--- src/rtl/i2c_sensor_seq.sv ---
// Command sequencer for an I2C sensor: optional control-register write, conversion wait,
// then a register-addressed burst read, driving a byte-level I2C master through handshakes.
module i2c_sensor_seq #(
   parameter logic [6:0]  DEV_ADDR  = 7'h77,
   parameter int unsigned MAX_LEN   = 4,
   parameter logic [15:0] CONV_WAIT = 16'd5000,
   parameter logic [15:0] TIMEOUT   = 16'd20000
) (
   input  logic       clk,
   input  logic       reset,
   input  logic       cmd_valid,
   output logic       cmd_ready,
   input  logic       cmd_ctrl_en,
   input  logic [7:0] cmd_ctrl_reg,
   input  logic [7:0] cmd_ctrl_val,
   input  logic [7:0] cmd_rd_reg,
   input  logic [3:0] cmd_len,
   output logic [7:0] rd_data,
   output logic       rd_valid,
   output logic       done,
   output logic       error,
   output logic       start,
   output logic       stop,
   input  logic       ready,
   output logic       send,
   output logic [7:0] datasend,
   input  logic       sended,
   output logic       receive,
   output logic       rx_last,
   input  logic [7:0] datareceive,
   input  logic       received,
   input  logic       nack
);

   localparam logic [3:0] MAX_LEN_4 = 4'(MAX_LEN);

   typedef enum logic [3:0] {
      IDLE, WSTART, WADDR, WREG, WVAL, WSTOP, CONV, RSTART,
      RADDRW, RREG, RRESTART, RADDRR, RDATA, RSTOP, FIN, ERR
   } state_e;

   state_e      state_q, state_d, send_next;
   logic [7:0]  ctrl_reg_q, ctrl_reg_d, ctrl_val_q, ctrl_val_d, rd_reg_q, rd_reg_d;
   logic [3:0]  len_q, len_d, idx_q, idx_d;
   logic [15:0] wdog_q, wdog_d;
   logic        started_q, started_d, stop_sent_q, stop_sent_d;
   logic [7:0]  rd_data_q, rd_data_d;
   logic        rd_valid_q, rd_valid_d;
   logic        timed_out, wdog_rst;

   always_ff @(posedge clk) begin
      // NOTE: reset is sampled on the edge only; a mid-command reset simply drops the state, so no stop or error strobe is generated.
      if (reset) begin
         state_q     <= IDLE;
         ctrl_reg_q  <= '0;
         ctrl_val_q  <= '0;
         rd_reg_q    <= '0;
         len_q       <= '0;
         idx_q       <= '0;
         wdog_q      <= '0;
         started_q   <= 1'b0;
         stop_sent_q <= 1'b0;
         rd_data_q   <= '0;
         rd_valid_q  <= 1'b0;
      end else begin
         state_q     <= state_d;
         ctrl_reg_q  <= ctrl_reg_d;
         ctrl_val_q  <= ctrl_val_d;
         rd_reg_q    <= rd_reg_d;
         len_q       <= len_d;
         idx_q       <= idx_d;
         wdog_q      <= wdog_d;
         started_q   <= started_d;
         stop_sent_q <= stop_sent_d;
         rd_data_q   <= rd_data_d;
         rd_valid_q  <= rd_valid_d;
      end
   end

   always_comb begin
      // NOTE: every signal gets a default here so no path through the case can infer a latch.
      state_d     = state_q;
      send_next   = IDLE;
      ctrl_reg_d  = ctrl_reg_q;
      ctrl_val_d  = ctrl_val_q;
      rd_reg_d    = rd_reg_q;
      len_d       = len_q;
      idx_d       = idx_q;
      started_d   = started_q;
      stop_sent_d = stop_sent_q;
      rd_data_d   = rd_data_q;
      rd_valid_d  = 1'b0;
      wdog_rst    = 1'b0;
      timed_out   = (wdog_q == TIMEOUT - 16'd1);
      cmd_ready   = 1'b0;
      start       = 1'b0;
      stop        = 1'b0;
      send        = 1'b0;
      datasend    = '0;
      receive     = 1'b0;
      rx_last     = 1'b0;
      done        = 1'b0;
      error       = 1'b0;

      case (state_q)
         IDLE: begin
            cmd_ready = 1'b1;
            if (cmd_valid) begin
               ctrl_reg_d = cmd_ctrl_reg;
               ctrl_val_d = cmd_ctrl_val;
               rd_reg_d   = cmd_rd_reg;
               len_d      = cmd_len;
               idx_d      = '0;
               started_d  = 1'b0;
               if (cmd_len == 4'd0 || cmd_len > MAX_LEN_4) state_d = ERR;
               else if (cmd_ctrl_en)                        state_d = WSTART;
               else                                         state_d = RSTART;
            end
         end
         WSTART, RSTART, RRESTART: begin
            if (ready) begin
               start     = 1'b1;
               started_d = 1'b1;
               if (state_q == WSTART)      state_d = WADDR;
               else if (state_q == RSTART) state_d = RADDRW;
               else                        state_d = RADDRR;
            end else if (timed_out) begin
               state_d = ERR;
            end
         end
         WADDR, WREG, WVAL, RADDRW, RREG, RADDRR: begin
            send = 1'b1;
            case (state_q)
               WADDR:   begin datasend = {DEV_ADDR, 1'b0}; send_next = WREG;     end
               WREG:    begin datasend = ctrl_reg_q;       send_next = WVAL;     end
               WVAL:    begin datasend = ctrl_val_q;       send_next = WSTOP;    end
               RADDRW:  begin datasend = {DEV_ADDR, 1'b0}; send_next = RREG;     end
               RREG:    begin datasend = rd_reg_q;         send_next = RRESTART; end
               default: begin datasend = {DEV_ADDR, 1'b1}; send_next = RDATA;    end
            endcase
            if (sended)                 state_d = send_next;
            else if (nack || timed_out) state_d = ERR;
         end
         RDATA: begin
            receive = 1'b1;
            rx_last = (idx_q == len_q - 4'd1);
            if (received) begin
               rd_valid_d = 1'b1;
               rd_data_d  = datareceive;
               wdog_rst   = 1'b1;
               if (rx_last) state_d = RSTOP;
               else         idx_d   = idx_q + 4'd1;
            end else if (timed_out) begin
               state_d = ERR;
            end
         end
         WSTOP, RSTOP: begin
            if (!stop_sent_q) begin
               stop        = 1'b1;
               stop_sent_d = 1'b1;
               started_d   = 1'b0;
            end else if (ready) begin
               state_d = (state_q == WSTOP) ? CONV : FIN;
            end else if (timed_out) begin
               state_d = ERR;
            end
         end
         CONV: begin
            if (wdog_q == CONV_WAIT - 16'd1) state_d = RSTART;
         end
         FIN: begin
            done    = 1'b1;
            state_d = IDLE;
         end
         ERR: begin
            error     = 1'b1;
            stop      = started_q;
            started_d = 1'b0;
            state_d   = IDLE;
         end
         default: state_d = IDLE;
      endcase

      // Watchdog and stop-issued flag are per state visit.
      if (state_d != state_q) begin
         wdog_rst    = 1'b1;
         stop_sent_d = 1'b0;
      end
      wdog_d = wdog_rst ? '0 : wdog_q + 16'd1;
   end

   assign rd_data  = rd_data_q;
   assign rd_valid = rd_valid_q;

endmodule

--- config.mk ---
export PLATFORM = sky130hd
export DESIGN_NAME = i2c_sensor_seq
export DESIGN_NICKNAME = d
export VERILOG_FILES = /design/src/rtl/i2c_sensor_seq.sv
export SDC_FILE = /design/constraint.sdc
export NUM_CORES = 1
export LEC_CHECK = 0
export BUFFER_PORTS_ARGS = -buffer_cell sky130_fd_sc_hd__buf_2
export CORE_MARGIN = 5
export CORE_UTILIZATION = 40
export CTS_CLUSTER_DIAMETER = 200
export DETAILED_ROUTE_END_ITERATION = 8
export PLACE_DENSITY = 0.62
export SYNTH_ARGS = -nofsm -noshare
export SYNTH_HDL_FRONTEND = slang
export SYNTH_SLANG_ARGS = --single-unit
export TNS_END_PERCENT = 1
--- constraint.sdc ---
create_clock -name clk -period 3.4 [get_ports clk]
set_clock_uncertainty 0.15 [all_clocks]
set_input_delay 0.68 -clock clk [delete_from_list [all_inputs] [get_ports clk]]
set_output_delay 0.68 -clock clk [all_outputs]
set_load 0.02 [all_outputs]
Word level (Yosys, flattened, before mapping)
Index checks and enable logic that the tools add are counted.
W data, S select, Z words.
{ "word_totals": {"output_inout_bits": 25, "reg_bits": 63, "mem_bits_rw": 0, "mem_count": 0, "latch_bits": 0, "mem_bits_ro": 0} }
{ "op_classes": {"addsub": 3, "mul": 0, "div_mod_pow": 0, "shift": 0, "muxes": 40, "eq_ne": 24, "n_bitwise": 0, "reduce_logical": 17, "order_cmp": 1} }
{ "op_table": {"columns": ["operator", "count"], "rows": [
  ["$mux W4", 16],
  ["$eq A4 B4 Y1 const B", 8],
  ["$pmux W8 S4", 1],
  ["$pmux W4 S7", 1],
  ["$pmux W4 S5", 1],
  ["$add A16 B1 Y16 const B", 1],
  ["$eq A16 B13 Y1 const B", 1],
  ["$eq A16 B15 Y1 const B", 1],
  ["$eq A4 B3 Y1 const B", 4],
  ["$mux W1", 15],
  ["$ne A2 B2 Y1 const B", 5],
  ["$reduce_or A2 Y1", 5],
  ["$eq A4 B2 Y1 const B", 2],
  ["$logic_not A4 Y1", 2],
  ["$mux W8", 1],
  ["$pmux W4 S2", 1],
  ["$reduce_and A4 Y1", 2],
  ["$reduce_or A6 Y1", 1],
  ["$add A4 B1 Y4 const B", 1],
  ["$eq A4 B1 Y1 const B", 1],
  ["$eq A4 B4 Y1", 1],
  ["$gt A4 B3 Y1 const B", 1],
  ["$ne A4 B4 Y1", 1],
  ["$pmux W1 S4", 1],
  ["other kinds (9)", 11]
]} }

Longest topological paths before layout
Gate-level depths: netlist (run 1).
{ "depth": {"depth_word": 8, "mapped_depth": 9, "ltp_nobuf": 8} }

Worst setup path before layout (run 1)
No wires, ideal clock.
{ "synth_path": {"path_type": "flip-flop to output port", "from": "reg state_q[1]", "to": "out datasend[0]", "t_arrival_ns": 1.876, "required_ns": 2.570, "path_slack_ns": 0.694, "path_buffers": 3, "path_stages_with_launch": 6, "cell_sequence": "dfxtp_1 > clkbuf_1 > clkbuf_1 > clkbuf_1 > a21oi_1 > o21ai_0"} }
{ "synth_between": {"elab_chain_cells": 4, "word_cells_on_any_way": 10, "classes_between": "eq/ne (6); mux (2); reduce/logical (2)"} }
{ "synth_rtl": {"columns": ["item", "line", "source"], "rows": [
  ["from (decl)", "42", "state_e state_q, state_d, send_next;"],
  ["from (signal assigned)", "66", "state_q <= state_d;"],
  ["$eq A4 B2 Y1 / $eq A4 B4 Y1 (equally long branches)", "105, 133", null],
  ["$reduce_or A2 Y1 (no line)", null, null],
  ["$pmux W8 S4", "133", "case (state_q)"],
  ["$mux W8 *", "105", "case (state_q)"],
  ["to (decl)", "26", "output logic [7:0] datasend,"]
]} }
Mark *: on every way between the ends. The rest lies on a longest branch, timed or not.

Worst setup path in the final report (run 1)
{ "layout_path": {"from": "reg state_q[1]", "to": "reg wdog_q[3]"} }
{ "layout_between": {"elab_chain_cells": 8, "word_cells_on_any_way": 39, "classes_between": "eq/ne (16); mux (17); reduce/logical (6)"} }
{ "layout_rtl": {"columns": ["item", "line", "source"], "rows": [
  ["$eq A4 B3 Y1, on equally long branches", "105, 125, 163", null],
  ["$mux W2 / $mux W4 (equally long branches)", "125, 163", null],
  ["$mux W4, on equally long branches", "124, 162", null],
  ["$mux W4, on equally long branches", "121, 158", null],
  ["$pmux W4 S7", "105", null],
  ["$ne A4 B4 Y1", "185", "if (state_d != state_q) begin"],
  ["$mux W1 *", "185", null],
  ["$reduce_or A2 Y1 (no line) *", null, null],
  ["to (signal assigned)", "72", "wdog_q <= wdog_d;"],
  ["to (decl)", "45", "logic [15:0] wdog_q, wdog_d;"]
]} }
Marks and branches as above.
A chain may end at the register's enable or synchronous reset.

==> flow_summary_export.csv, run 1 <==
group,metric,value,unit
run_status,outcome,"finished, final reports clean",
synth,synth_cell_types,68,
synth,synth-seq-area-share,34.1,%
power,p_total,3.30,mW
clock_network,clkSinkCount,63,
floorplan,start_util,40.6,%
global_route,globalRoute.totalOverflow,0,
power,power.leakage,1.65,nW
route,wl_per_cell,15.2,um
setup_path,critPathSlowestCell,"sky130_fd_sc_hd__a21oi_2",
setup_path,cp_top_family,"compound AO/OA/AOI/OAI gates",
sta,unrepaired_setup_endpoints_after_global_routing,"no",
hold_path,hold_path_end,"rd_reg_q[3]",
synth,netlist_top_cells_count,"109 x sky130_fd_sc_hd__nand2_1, 63 x sky130_fd_sc_hd__dfxtp_1, 51 x sky130_fd_sc_hd__a21oi_1",
synth,synth.top_cells.by_area,"sky130_fd_sc_hd__dfxtp_1 34%, sky130_fd_sc_hd__nand2_1 11%, sky130_fd_sc_hd__a21oi_1 6.9%",
synth,synth-main-ff-cell,"sky130_fd_sc_hd__dfxtp_1",
synth,synth_largest_type_area_fraction,34.1,%
synth,ys_ff_latch,63,
sta,report.final.slew_viol_count,0,
sta,tns,0,ns
floorplan,core_area,9110,sq um
finish,area.growth.synth_to_final,16.5,%
synth,yosysMostFrequentCell,"sky130_fd_sc_hd__nand2_1",
place,total_half_perimeter_wirelength_after_legalization_and_detailed_placement,7120,um
route,viasPerCell,5.47,
global_route,grt.total_usage,17.6,%
sta,setup-violations-final,0,
sta,finalHoldViolCount,0,
route,drt-initial-drc-count,221,
clock_network,clock_insertion_delay_at_the_later_pin_of_the_skew_report,0.33,ns
synth,syn-num-nets,523,
route,drcViolationCount,0,
hold_path,worst_hold_path.num_cells,2,
hold_path,hold_class,"reg2reg",
global_route,antenna_found_initial,0,
sta,max-slew-margin-rel,29.8,%
synth,synthesis.instances,476,
global_route,grt_pass1_wl,16300,um
job,cap_violations,0,
setup_path,critPathBufInv,1,
synth,number_of_enable_flip_flop_cells_after_synthesis,0,
route,via_count_of_the_routed_design,3553,
synth,synth_area,3700,sq um
setup_path,path_cells,"buf_4 > nor2b_1 > mux2i_1 > o21ai_1 > a21oi_1 > a21oi_2 > nor4_1",
place,io_buffers,68,
finish,instances_no_fill,649,
finish,diodes_inserted,0,
floorplan,die_width,106,um
synth,yosysWarningCount,0,
route,postRouteWirelength,9870,um
floorplan,design.die.area,11300,sq um
floorplan,rows,35,
clock_network,max-clock-path-buffers,2,
clock_network,tritoncts,"yes",
sta,worst_pin_slew,1.05,ns
clock_network,post-cts-setup-buffer-count,0,
clock_network,cts.clk_slew.worst_paths,0.07,ns
sta,final.hold.worst_slack,0.301,ns
setup_path,worst-endpoint-arrival,2.98,ns
finish,drive_above_1_share,22.1,%
clock_network,count_of_h_tree_levels_built_during_cts,3,
hold_path,hold_start,"rd_reg_q[3]",
sta,min_period_over_period,86.8,%
finish,final_nets,581,
floorplan,floorplan.die.height,106,um
synth,synth_largest_area_cell,"sky130_fd_sc_hd__dfxtp_1",
place,place_inst,634,
clock_network,postCtsResizedCells,0,
setup_path,timing.reg2reg.worst_path_depth,7,
setup_path,critical_path_required,3.42,ns
setup_path,cp_slowest_stage_delay,0.84,ns
setup_path,reg2reg_slack,0.45,ns
sta,timing.final.crit_period,2.95,ns
synth,syn_area_per_cell,7.76,sq um
clock_network,clk_root_buffer_cell,"sky130_fd_sc_hd__clkbuf_8",
setup_path,timing.setup.critical_path_class,"reg2reg",
place,finalWeightedCongestion,0.884,
power,peakVddDrop,0.298,mV
synth,synth_async_sr_flop_share,0,%
floorplan,io-pin-count,69,
finish,final_core_utilization,47.3,%
power,power_per_cell_area,767,nW/um^2
setup_path,critPathMaxFanout,22,
global_route,grt_start_max_net_pins,47,
setup_path,worst_setup_path_end_kind,"flip-flop",
route,detail_route.first_pass.iterations,6,
setup_path,timing.critical_path.from_type,"flip-flop",
sta,max_clock_freq,339,MHz
clock_network,hold_buffer_count_at_cts,0,
setup_path,crit-reg2reg-capture,"wdog_q[3]",
setup_path,r2r-start,"state_q[1]",
global_route,first_global_vias,3338,
route,route.antenna.remaining_nets,0,
clock_network,cts-buffers-inserted,9,
## cell families (layout without fill, tap and decap cells)
family | count (synthesis) | count (layout) | share of synthesized area [%]
and+or+nand+nor | 230 | 230 | 32.7
AOI/OAI and AO/OA | 110 | 110 | 19.6
DFF | 63 | 63 | 34.1
buffers and inverters | 42 | 104 | 5.28
xor gates and xnor gates | 23 | 23 | 5.86
adders and majority gates | 4 | 4 | 1.29
muxes | 4 | 4 | 1.12
## power breakdown
part / switching (mW) / internal (mW)
Clock: 0.300 / 0.359
Sequential: 0.102 / 0.834
Combinational: 1.11 / 0.599
Total: 1.51 / 1.79
## how the worst max path moves through the flow
stage / start / end / slack [ns] / cells past startpoint
2_1_floorplan: state_q[1] / datasend[0] / 0.69 / 5
3_3_place_gp: state_q[1] / stop_sent_q / 0.61 / 7
3_5_place_dp: state_q[1] / wdog_q[15] / 0.46 / 7
4_1_cts: state_q[1] / wdog_q[3] / 0.46 / 7
5_1_grt: state_q[1] / wdog_q[4] / 0.12 / 7
6_report: state_q[1] / wdog_q[3] / 0.45 / 7
## registers in the layout, summed over array words and instances, names as in the netlist, 4 cells and up
register	flops
state_q	4
rd_reg_q	8
ctrl_val_q	8
idx_q	4
len_q	4
rd_data	8
ctrl_reg_q	8
wdog_q	16
## metal layers
metal / track usage (%) / part of all wire (%) / up-vias / wire, um
met1: 22.4 / 45 / 1635 / 4450
li1: - / - / 1790 / -
met4: 5.00 / 1.7 / 0 / 171
met5: 0 / 0 / - / 0
met2: 29.5 / 47 / 115 / 4680
met3: 4.37 / 5.8 / 13 / 572
## cells in the final DEF, fill, tap and decap left out, drive strengths merged, types with 3 or more instances in the layout
cell,instances
nand2,109
buf,81
dfxtp,63
a21oi,52
nor2,26
nor4,20
o21ai,17
nor3,13
nand3,13
xor2,11
xnor2,11
clkbuf,11
nand2b,10
inv,9
nor2b,6
a221oi,6
and3,6
a31oi,5
o21bai,5
nand4,5
and2,4
a21boi,4
mux2i,3
ha,3
or3,3
nor3b,3
and4,3
a211oi,3
## metrics by stage
step                setup slack [ns]  area (sq um)
global route                   0.123          4300
global placement               0.605          4110
floorplan                      0.694          3700
detailed placement             0.463          4110
CTS                            0.461          4300
finish                         0.449          4300
## final cells by class
type,instances,area [sq um]
fillers,942,4800
multi-input cells,371,2240
flip-flops and latches,63,1260
repair buffers,81,438
clock buffers,11,141
well taps,111,139
clock inverters,4,55.1
inverters,8,30.0
## tightest hold or removal path, stage by stage (launching register included)
cell and delay (ns):
sky130_fd_sc_hd__dfxtp_1 0.31, sky130_fd_sc_hd__nand2_1 0.05, sky130_fd_sc_hd__a21oi_1 0.05
No activity file was read; power rests on OpenSTA's default activity.
==> inputs of run 2 (changes only) <==
- CELL_PAD_IN_SITES_DETAIL_PLACEMENT: default -> 0
- CELL_PAD_IN_SITES_GLOBAL_PLACEMENT: default -> 1
- PLACE_DENSITY: 0.62 -> 0.8
==> flow_summary_export.csv, run 2 (synthesis gave the netlist of run 1 again) <==
group,metric,value,unit
route,postRouteWirelength,10000,um
power,peakVddDrop,0.366,mV
setup_path,cp_top_family,"simple AND/OR/NAND/NOR gates",
sta,timing.final.crit_period,2.91,ns
finish,diodes_inserted,0,
floorplan,rows,35,
global_route,first_global_vias,3459,
setup_path,timing.setup.critical_path_class,"reg2out",
sta,tns,0,ns
route,drt-initial-drc-count,174,
place,place_inst,636,
place,io_buffers,68,
setup_path,critical_path_required,2.57,ns
setup_path,reg2reg_slack,0.67,ns
setup_path,worst-endpoint-arrival,2.08,ns
floorplan,die_width,106,um
global_route,antenna_found_initial,0,
route,wl_per_cell,15.4,um
hold_path,hold_path_end,"rd_reg_q[5]",
setup_path,timing.reg2reg.worst_path_depth,7,
setup_path,worst_setup_path_end_kind,"primary output",
global_route,grt.total_usage,18.3,%
setup_path,path_cells,"buf_4 > nand2b_1 > nor3_1 > nand2_1 > o21ai_0 > buf_2",
sta,unrepaired_setup_endpoints_after_global_routing,"no",
place,total_half_perimeter_wirelength_after_legalization_and_detailed_placement,7200,um
setup_path,cp_slowest_stage_delay,0.45,ns
clock_network,count_of_h_tree_levels_built_during_cts,3,
setup_path,critPathMaxFanout,18,
finish,final_common_cell,"sky130_fd_sc_hd__nand2_1",
floorplan,design.die.area,11300,sq um
hold_path,worst_hold_path.num_cells,2,
setup_path,critPathSlowestCell,"sky130_fd_sc_hd__dfxtp_1",
place,postPlaceCellArea,4120,sq um
setup_path,crit-reg2reg-capture,"wdog_q[0]",
run_status,outcome,"finished, final reports clean",
clock_network,tritoncts,"yes",
sta,worst_pin_slew,0.673,ns
clock_network,clkSinkCount,63,
sta,finalHoldViolCount,0,
sta,max-slew-margin-rel,55.1,%
route,route.antenna.remaining_nets,0,
hold_path,hold_start,"rd_reg_q[5]",
route,viasPerCell,5.48,
clock_network,post-cts-setup-buffer-count,0,
floorplan,floorplan.die.height,106,um
floorplan,io-pin-count,69,
setup_path,timing.critical_path.from_type,"flip-flop",
floorplan,start_util,40.6,%
power,power_per_cell_area,767,nW/um^2
finish,final_nets,583,
clock_network,cts.clk_slew.worst_paths,0.07,ns
clock_network,clock_insertion_delay_at_the_later_pin_of_the_skew_report,0.34,ns
sta,report.final.slew_viol_count,0,
clock_network,max-clock-path-buffers,2,
finish,instances_no_fill,650,
global_route,grt_start_max_net_pins,47,
finish,final_area,4320,sq um
global_route,globalRoute.totalOverflow,0,
hold_path,hold_class,"reg2reg",
sta,min_period_over_period,85.6,%
route,detail_route.first_pass.iterations,5,
sta,max_clock_freq,343,MHz
global_route,grt_pass1_wl,16600,um
finish,largest_register_ff_count,16,
finish,area.growth.synth_to_final,16.8,%
route,via_count_of_the_routed_design,3563,
setup_path,r2r-start,"wdog_q[0]",
finish,drive_above_1_share,22.4,%
route,drcViolationCount,0,
floorplan,core_area,9110,sq um
clock_network,clk_root_buffer_cell,"sky130_fd_sc_hd__clkbuf_8",
clock_network,postCtsResizedCells,0,
sta,setup-violations-final,0,
job,cap_violations,0,
place,finalWeightedCongestion,0.890,
clock_network,hold_buffer_count_at_cts,0,
finish,layout_common_cells,"109 x sky130_fd_sc_hd__nand2_1, 68 x sky130_fd_sc_hd__buf_2, 63 x sky130_fd_sc_hd__dfxtp_1",
setup_path,critPathBufInv,2,
finish,biggest_register,"wdog_q",
power,power.leakage,1.66,nW
clock_network,cts-buffers-inserted,9,
run 2: worst reg2reg max path: cells and delay by family (launching register included):
family                     cells  cell delay (ns)
DFF                            1             0.34
AOI/OAI and AO/OA              2             0.69
adders and majority gates      1             0.26
and+or+nand+nor                4             1.18
run 2: layout make-up:
class                   instances  area, sq um
well taps                     111          139
multi-input cells             371         2240
repair buffers                 83          453
clock inverters                 3         43.8
inverters                       8         30.0
clock buffers                  11          151
flip-flops and latches         63         1260
fillers                       970         4790
run 2: how the worst max path moves through the flow:
| stage | startpoint | slack, ns | cells past startpoint | endpoint |
|---|---|---|---|---|
| 2_1_floorplan | state_q[1] | 0.69 | 5 | datasend[0] |
| 3_3_place_gp | cmd_len[0] | 0.70 | 7 | stop_sent_q |
| 3_5_place_dp | cmd_len[0] | 0.61 | 7 | wdog_q[0] |
| 4_1_cts | state_q[3] | 0.49 | 5 | datasend[5] |
| 5_1_grt | state_q[3] | 0.31 | 5 | datasend[2] |
| 6_report | state_q[1] | 0.49 | 6 | datasend[0] |
run 2: routing by layer:
layer / vias up / track usage [%] / share of wire (%)
li1: 1804 / - / -
met1: 1638 / 22.3 / 44
met2: 110 / 31.2 / 49
met3: 11 / 4.19 / 4.9
met4: 0 / 6.94 / 1.4
met5: - / 0 / 0
run 2: power breakdown:
group / leakage (nW) / switching [mW] / internal [mW]
Clock: 0.101 / 0.287 / 0.371
Combinational: 1.05 / 1.13 / 0.615
Sequential: 0.511 / 0.0736 / 0.834
Total: 1.66 / 1.49 / 1.82
run 2: stage by stage:
step | power, mW | utilization (%) | hold slack, ns | setup WS [ns]
finish | 3.31 | 47.4 | 0.301 | 0.489
floorplan | 2.25 | - | 0.281 | 0.694
global placement | 2.65 | 45.3 | 0.289 | 0.699
detailed placement | 2.67 | 45.3 | 0.294 | 0.612
CTS | 3.33 | 47.4 | 0.303 | 0.487
global route | 3.56 | 47.4 | 0.317 | 0.309
==> inputs of run 3 (changes only) <==
- clock period: 3.4 -> 3.7 ns (I/O delays scaled with it)
==> flow_summary_export.csv, run 3 (synthesis gave the netlist of run 1 again) <==
group,metric,value,unit
run_status,outcome,"finished, final reports clean",
finish,final.fill_count,935,
hold_path,hold_path_end,"rd_reg_q[5]",
floorplan,start_util,40.6,%
setup_path,worst-endpoint-arrival,2.30,ns
clock_network,post-cts-setup-buffer-count,0,
power,power.leakage,1.66,nW
place,total_half_perimeter_wirelength_after_legalization_and_detailed_placement,7130,um
setup_path,worst_setup_path_end_kind,"primary output",
sta,report.final.slew_viol_count,0,
global_route,grt_pass1_wl,16200,um
setup_path,reg2reg_slack,0.70,ns
power,power_per_cell_area,719,nW/um^2
clock_network,postCtsResizedCells,0,
global_route,globalRoute.totalOverflow,0,
finish,biggest_register,"wdog_q",
sta,finalHoldViolCount,0,
sta,unrepaired_setup_endpoints_after_global_routing,"no",
place,finalWeightedCongestion,0.868,
setup_path,critPathMaxFanout,17,
sta,setup-violations-final,0,
floorplan,floorplan.die.height,106,um
route,detail_route.first_pass.iterations,4,
sta,max-slew-margin-rel,31.5,%
finish,final_common_cell,"sky130_fd_sc_hd__nand2_1",
floorplan,core_area,9110,sq um
finish,layout_common_cells,"109 x sky130_fd_sc_hd__nand2_1, 68 x sky130_fd_sc_hd__buf_2, 63 x sky130_fd_sc_hd__dfxtp_1",
route,drt-initial-drc-count,260,
global_route,antenna_found_initial,0,
global_route,grt.total_usage,17.6,%
finish,final_nets,577,
clock_network,cts-buffers-inserted,9,
global_route,first_global_vias,3289,
setup_path,timing.critical_path.from_type,"flip-flop",
setup_path,timing.setup.critical_path_class,"reg2out",
global_route,grt_start_max_net_pins,48,
place,postPlaceCellArea,4090,sq um
route,via_count_of_the_routed_design,3512,
floorplan,design.die.area,11300,sq um
setup_path,crit-reg2reg-capture,"wdog_q[0]",
sta,max_clock_freq,313,MHz
route,postRouteWirelength,9920,um
floorplan,die_width,106,um
sta,timing.final.crit_period,3.19,ns
hold_path,hold_start,"rd_reg_q[5]",
route,viasPerCell,5.44,
route,drcViolationCount,0,
route,wl_per_cell,15.4,um
clock_network,tritoncts,"yes",
finish,largest_register_ff_count,16,
clock_network,clkSinkCount,63,
clock_network,clock_insertion_delay_at_the_later_pin_of_the_skew_report,0.34,ns
job,cap_violations,0,
hold_path,worst_hold_path.num_cells,2,
clock_network,hold_buffer_count_at_cts,0,
power,peakVddDrop,0.301,mV
sta,min_period_over_period,86.2,%
sta,worst_pin_slew,1.03,ns
floorplan,io-pin-count,69,
finish,drive_above_1_share,21.9,%
finish,area.growth.synth_to_final,17.2,%
route,route.antenna.remaining_nets,0,
clock_network,clk_root_buffer_cell,"sky130_fd_sc_hd__clkbuf_8",
place,io_buffers,68,
clock_network,cts.clk_slew.worst_paths,0.07,ns
setup_path,critical_path_required,2.81,ns
sta,tns,0,ns
finish,diodes_inserted,0,
clock_network,max-clock-path-buffers,2,
setup_path,r2r-start,"state_q[0]",
floorplan,rows,35,
clock_network,count_of_h_tree_levels_built_during_cts,3,
hold_path,hold_class,"reg2reg",
setup_path,timing.reg2reg.worst_path_depth,8,
finish,final_area,4330,sq um
-- run 3: cell type report --
type / instances / area, sq um / area share, %
multi-input combinational: 371 / 2240 / 51.7
tap: 111 / 139 / 3.21
sequential: 63 / 1260 / 29.1
inverter: 8 / 30.0 / 0.693
timing repair buffer: 77 / 420 / 9.71
clock buffer: 12 / 165 / 3.81
clock inverter: 4 / 76.3 / 1.76
-- run 3: through the flow --
step	util [%]	setup WS, ns	instances	hold slack (ns)	power, mW
final	47.6	0.509	646	0.307	3.11
after detailed placement	44.9	0.720	630	0.296	2.41
after global routing	47.6	0.402	646	0.324	3.31
after floorplan	-	0.934	476	0.281	2.06
after global placement	44.9	0.795	630	0.288	2.39
after CTS	47.6	0.557	646	0.307	3.14
-- run 3: report_power, final --
part           switching (mW)  internal (mW)  total (mW)
logic                   0.965          0.543        1.51
registers               0.128          0.766       0.894
clock network           0.277          0.436       0.713
-- run 3: worst max-delay path: stages (launching register included) --
cell	delay, ns
sky130_fd_sc_hd__dfxtp_1	0.71
sky130_fd_sc_hd__buf_4	0.28
sky130_fd_sc_hd__nand2b_1	0.08
sky130_fd_sc_hd__nor3_1	0.49
sky130_fd_sc_hd__nand2_1	0.10
sky130_fd_sc_hd__o21ai_0	0.10
sky130_fd_sc_hd__buf_2	0.20
-- run 3: how the worst max path moves through the flow --
stage                   to  cells after the start  startpoint
2_1_floorplan  datasend[0]                      5  state_q[1]
3_3_place_gp     wdog_q[3]                      8  state_q[0]
3_5_place_dp     wdog_q[0]                      8  state_q[0]
4_1_cts        datasend[0]                      6  state_q[2]
5_1_grt        datasend[4]                      6  state_q[0]
6_report       datasend[0]                      6  state_q[2]
-- run 3: routing by layer --
layer / vias to the layer above / wire (um) / GRT usage, %
met5: - / 0 / 0
met4: 0 / 153 / 5.18
met2: 94 / 4840 / 29.9
met1: 1620 / 4440 / 22.3
met3: 13 / 490 / 4.01
li1: 1785 / - / -
